### config.mk
export PLATFORM = sky130hd
export DESIGN_NAME = haar_stage_evaluator
export DESIGN_NICKNAME = d
export VERILOG_FILES = /design/src/rtl/haar_stage_evaluator.sv
export SDC_FILE = /design/constraint.sdc
export NUM_CORES = 1
export LEC_CHECK = 0
export ABC_AREA = 1
export CORE_UTILIZATION = 35
export DETAILED_ROUTE_END_ITERATION = 7
export HOLD_SLACK_MARGIN = 0.12
export SYNTH_ARGS = -nofsm -noshare
export SYNTH_HDL_FRONTEND = slang
export SYNTH_SLANG_ARGS = --single-unit
### constraint.sdc
create_clock -name clk -period 2.4 [get_ports clk]
set_input_delay 0.48 -clock clk [delete_from_list [all_inputs] [get_ports clk]]
set_output_delay 0.48 -clock clk [all_outputs]
set_load 0.02 [all_outputs]
### src/rtl/haar_stage_evaluator.sv
// haar_stage_evaluator
//
// Per-window cascade controller for the Haar face detector. It adds up the
// weak-classifier votes of the current stage and compares the sum with the
// stage threshold. A pass moves on to the next stage. A fail rejects the
// window early. It reports one face/no-face verdict per window.
//
// Ports:
//   clk, rst_n      clock; synchronous active-low reset
//   win_start       starts a new window (honoured only when idle)
//   win_busy        high whenever a window is in flight or its verdict is pending
//   wk_valid/ready  weak-vote handshake; wk_value is a signed Q11.12 leaf value,
//                   wk_last marks the final vote of the stage
//   stage_num       registered stage index driving the threshold lookup
//   stage_thresh    signed Q11.12 threshold for stage_num (combinational lookup)
//   result_valid/ready  verdict handshake
//   result_face     1 = every stage passed
//   result_stage    failing stage, or NUM_STAGES-1 on a face
module haar_stage_evaluator #(
  parameter int unsigned NUM_STAGES = 22,
  parameter int unsigned DATA_W     = 24,
  parameter int unsigned ACC_W      = 32,
  parameter int unsigned STAGE_W    = 5
) (
  input  logic               clk,
  input  logic               rst_n,

  input  logic               win_start,
  output logic               win_busy,

  input  logic               wk_valid,
  output logic               wk_ready,
  input  logic [DATA_W-1:0]  wk_value,
  input  logic               wk_last,

  output logic [STAGE_W-1:0] stage_num,
  input  logic [DATA_W-1:0]  stage_thresh,

  output logic               result_valid,
  input  logic               result_ready,
  output logic               result_face,
  output logic [STAGE_W-1:0] result_stage
);

  localparam logic [STAGE_W-1:0] LastStage = STAGE_W'(NUM_STAGES - 1);

  typedef enum logic [1:0] {
    StIdle,
    StAccum,
    StCompare,
    StDone
  } state_e;

  state_e                    state_q;
  logic signed [ACC_W-1:0]   acc_q;
  logic [STAGE_W-1:0]        stage_q;
  logic                      face_q;
  logic [STAGE_W-1:0]        res_stage_q;

  logic signed [ACC_W-1:0]   vote_ext;
  logic signed [ACC_W-1:0]   thresh_ext;
  logic                      vote_fire;
  logic                      stage_pass;

  // Both operands are Q.12; sign extension aligns them without any shift.
  assign vote_ext   = {{(ACC_W - DATA_W){wk_value[DATA_W-1]}}, wk_value};
  assign thresh_ext = {{(ACC_W - DATA_W){stage_thresh[DATA_W-1]}}, stage_thresh};

  assign vote_fire  = (state_q == StAccum) && wk_valid;
  // Equality counts as a pass.
  assign stage_pass = (acc_q >= thresh_ext);

  always_ff @(posedge clk) begin
    if (!rst_n) begin
      state_q     <= StIdle;
      acc_q       <= '0;
      stage_q     <= '0;
      face_q      <= 1'b0;
      res_stage_q <= '0;
    end else begin
      unique case (state_q)
        StIdle: begin
          if (win_start) begin
            stage_q <= '0;
            acc_q   <= '0;
            state_q <= StAccum;
          end
        end

        StAccum: begin
          if (vote_fire) begin
            // The worst-case stage sum fits in ACC_W, so no saturation.
            acc_q <= acc_q + vote_ext;
            if (wk_last) begin
              state_q <= StCompare;
            end
          end
        end

        StCompare: begin
          if (stage_pass) begin
            if (stage_q == LastStage) begin
              face_q      <= 1'b1;
              res_stage_q <= stage_q;
              state_q     <= StDone;
            end else begin
              stage_q <= stage_q + 1'b1;
              acc_q   <= '0;
              state_q <= StAccum;
            end
          end else begin
            face_q      <= 1'b0;
            res_stage_q <= stage_q;
            state_q     <= StDone;
          end
        end

        StDone: begin
          // A win_start seen here is dropped, not queued.
          if (result_ready) begin
            state_q <= StIdle;
          end
        end

        default: state_q <= StIdle;
      endcase
    end
  end

  // Every output is a direct decode of registered state.
  assign win_busy     = (state_q != StIdle);
  assign wk_ready     = (state_q == StAccum);
  assign result_valid = (state_q == StDone);
  assign stage_num    = stage_q;
  assign result_face  = face_q;
  assign result_stage = res_stage_q;

endmodule

==> results of run 1 <==
## per-layer routing
| metal | track usage | vias up |
|---|---|---|
| met3 | 0.0266 | 24 |
| li1 | - | 3187 |
| met4 | 0.0625 | 0 |
| met5 | 0 | - |
| met1 | 0.299 | 2736 |
| met2 | 0.378 | 157 |
## cell families (layout without fill, tap and decap cells)
kind of cell / count (synthesis) / after routing / share of synthesized area
simple gates: 477 / 477 / 0.407
fa+ha+maj: 66 / 66 / 0.160
compound gates: 113 / 113 / 0.115
xor+xnor: 1 / 1 / 0.00168
flops: 45 / 45 / 0.173
buf+inv: 183 / 345 / 0.143
## power groups by stage
stage	combinational, mW	clock, mW	sequential, mW
2_1_floorplan	2.29	0	1.13
3_3_place_gp	3.63	0	1.15
3_5_place_dp	3.66	0	1.15
4_1_cts	3.94	0.851	1.18
5_1_grt	4.78	0.891	1.24
6_report	4.31	0.844	1.20
## sequential cells by signal, indices dropped and copies added, names as in the netlist
register      count
acc_q            32
state_q           2
result_face       1
stage_num         5
result_stage      5
## cell usage in the layout, fill, tap and decap left out, drive strengths merged
master,instances
o211ai,2
o21ai,40
dlymetal6s2s,6
nand3b,7
nor4,2
or2,4
o21a,2
clkinv,1
buf,107
ha,65
clkbuf,5
o22ai,1
a31oi,1
nor3,14
dlygate4sd2,20
clkdlybuf4s50,40
a21boi,1
bufinv,1
nor2,109
nand2,236
o21bai,3
nand4,50
dfxtp,45
a21o,4
inv,163
a21oi,59
nand3,55
clkinvlp,2
fa,1
xnor2,1
## critical path, cell delays in order
cell and delay [ns]:
sky130_fd_sc_hd__clkdlybuf4s50_1 0.42, sky130_fd_sc_hd__buf_6 0.16, sky130_fd_sc_hd__ha_2 0.38, sky130_fd_sc_hd__nand2_1 0.11, sky130_fd_sc_hd__buf_4 0.15, sky130_fd_sc_hd__nor2_2 0.11
sky130_fd_sc_hd__nand2_1 0.09, sky130_fd_sc_hd__nor3_2 0.13, sky130_fd_sc_hd__nand2_2 0.10, sky130_fd_sc_hd__nand2_1 0.07, sky130_fd_sc_hd__nand2_1 0.04, sky130_fd_sc_hd__nand3_1 0.06
sky130_fd_sc_hd__nand4_1 0.08, sky130_fd_sc_hd__nand2_1 0.09, sky130_fd_sc_hd__nor2_1 0.04
## worst paths after layout
kind,start,end,depth (start not counted),slack (ns)
min,result_stage[2],result_stage[2],2,0.49
min reg2reg,result_stage[2],result_stage[2],2,0.49
max,wk_value[23],acc_q[28],15,0.07
max reg2reg,acc_q[18],stage_num[4],12,0.15
## final cells by class
cell class	count	share of cell area
Clock buffer	5	0.0161
Timing Repair Buffer	173	0.201
Sequential cell	45	0.116
Multi-Input combinational cell	657	0.552
Timing Repair inverter	1	0.000965
Tap cell	184	0.0296
Clock inverter	3	0.00595
Inverter	163	0.0787
## timing repair
item,CTS,global route
pin swaps,54,33
gates resized for setup,94,105
setup buffers,5,6
gates cloned,2,0
setup endpoints to repair,44,44
==> reports/results.tsv, run 1 <==
metric	value	unit
Final Worst Setup Slack	0.0723	ns
share of the yosys chip area belonging to registers	0.173	
final std cells w/o fill	1231	
max cap viols	0	
Die Ht	124	µm
Worst-Margin Slew	0.639	ns
maximum number of pins on one net before global-route repair	27	
detailed-route wire length	17.1	mm
via count of the first global-routing pass	5726	
antenna violations before repair	0	
Clk Tree Root Cell	sky130_fd_sc_hd__clkbuf_16	
internal power component	3.42	mW
mean area per synthesized cell	5.89	µm²
combinational fraction of design power	0.678	
portion of the clock cycle consumed by the worst path in the final layout	0.970	
share of total power consumed by net switching	0.462	
via density per instance	4.96	
clock tree from TritonCTS	done	
Synth Register Bits	45	
Total Nets Final	1166	
headroom to the max-slew limit	0.573	
RePlAce Congestion	0.928	
post-synthesis cell area	0.00521	mm²
outcome	finished, final reports clean	
Site Rows	44	
clock latency on the worst-skew pair	0.30	ns
Initial Util	0.359	
Gate Count Post-Synth	885	
clock sink count	45	
cells taking the most area after synthesis	sky130_fd_sc_hd__dfxtp_1, sky130_fd_sc_hd__nand2_1, sky130_fd_sc_hd__ha_1	
share of post-route cells with drive strength above 1	0.271	
Core ar.	0.0145	mm²
highest routed layer	met4	
met1 wire length	8.08	mm
DIE AREA	0.0154	mm²
final core utilization	0.535	
worst-path fanout max	8	
die width	124	µm
buffer depth of the longest clock path	2	
number of remaining DRC errors	0	
area taken by flip-flops and latches	902	µm²
dpl cells	1211	
initial detailed-routing violation count	316	
commonest cells in the synthesized netlist	sky130_fd_sc_hd__nand2_1, sky130_fd_sc_hd__inv_1, sky130_fd_sc_hd__nor2_1	
total global routing track utilization	0.224	
sequential share of power	0.189	
final antenna-violating net count	0	
Worst Hold Class	reg2reg	
standard cell area after detailed placement	0.00676	mm²
clock slew seen by the registers of the worst setup and hold paths	0.07	ns
total power after layout	6.36	mW
CTS buffer count	5	
diodes inserted	0	
Post-DP HPWL	12.8	mm
Critical Path RT	2.61	ns
LEAKAGE	3.92	nW
number of distinct standard cells referenced by the synthesized netlist	35	
Filler Cells Inserted	1483	
first-pass GRT wire length	27.1	mm
startpoint kind of the worst setup timing path	primary input	
setup TNS	0	ns
final setup vio count	0	
number of port buffers	67	
Crit path arrival time	2.53	ns
library cell occupying the most area in the post-synthesis netlist	sky130_fd_sc_hd__dfxtp_1	
RSZ-0062 raised after global routing	true	
synthesized net count	1005	
worst hold margin	0.490	ns
Worst Setup End Kind	flop	
setup skew after layout	0.00879	ns
Fmax	0.430	GHz
number of hold violations in the final report	0	
met3 WL post-DR	952	µm
Routed met2 length	7.85	mm
area growth from synthesis to layout	49.1	%
number of buffers added to fix hold violations after cts	0	
worst setup slack before clock tree synthesis	-0.538	ns
start-to-end type of the worst setup path	in2reg	
Tmin final	2.33	ns
number of synthesized flops with an enable pin	0	
Yosys warnings	0	
post-route cell area	0.00778	mm²
total global routing overflow	0	
Max H-tree Level	2	
total count of max-transition violations in the final report	0	
Power Dens Cells	817	mW/mm²
area of the multi-input gates	0.00429	mm²
P_sw	2.94	mW
worst IR drop on VDD	0.343	mV
top-count cell post-synth	sky130_fd_sc_hd__nand2_1	
fraction of synthesized cell area taken by the top area cell type	0.173	
share of flip-flops with an asynchronous set or reset	0	
clock share of power	0.133	
count of boundary I/O pins	68	
Wirelength per Cell	13.9	µm
Post-synth top flop	sky130_fd_sc_hd__dfxtp_1	
vias after detailed routing	6104	
number of iterations in the first detailed-routing pass	5	
(Power assumes the default switching activity.)
==> run 2: changes to the inputs <==
--- a/config.mk
+++ b/config.mk
@@ -9,6 +9,7 @@
 export CORE_UTILIZATION = 35
 export DETAILED_ROUTE_END_ITERATION = 7
 export HOLD_SLACK_MARGIN = 0.12
+export SLEW_MARGIN = 10
 export SYNTH_ARGS = -nofsm -noshare
 export SYNTH_HDL_FRONTEND = slang
 export SYNTH_SLANG_ARGS = --single-unit
==> results of run 2 <==
Final layout, timing and power as in run 1 (identical DEF).
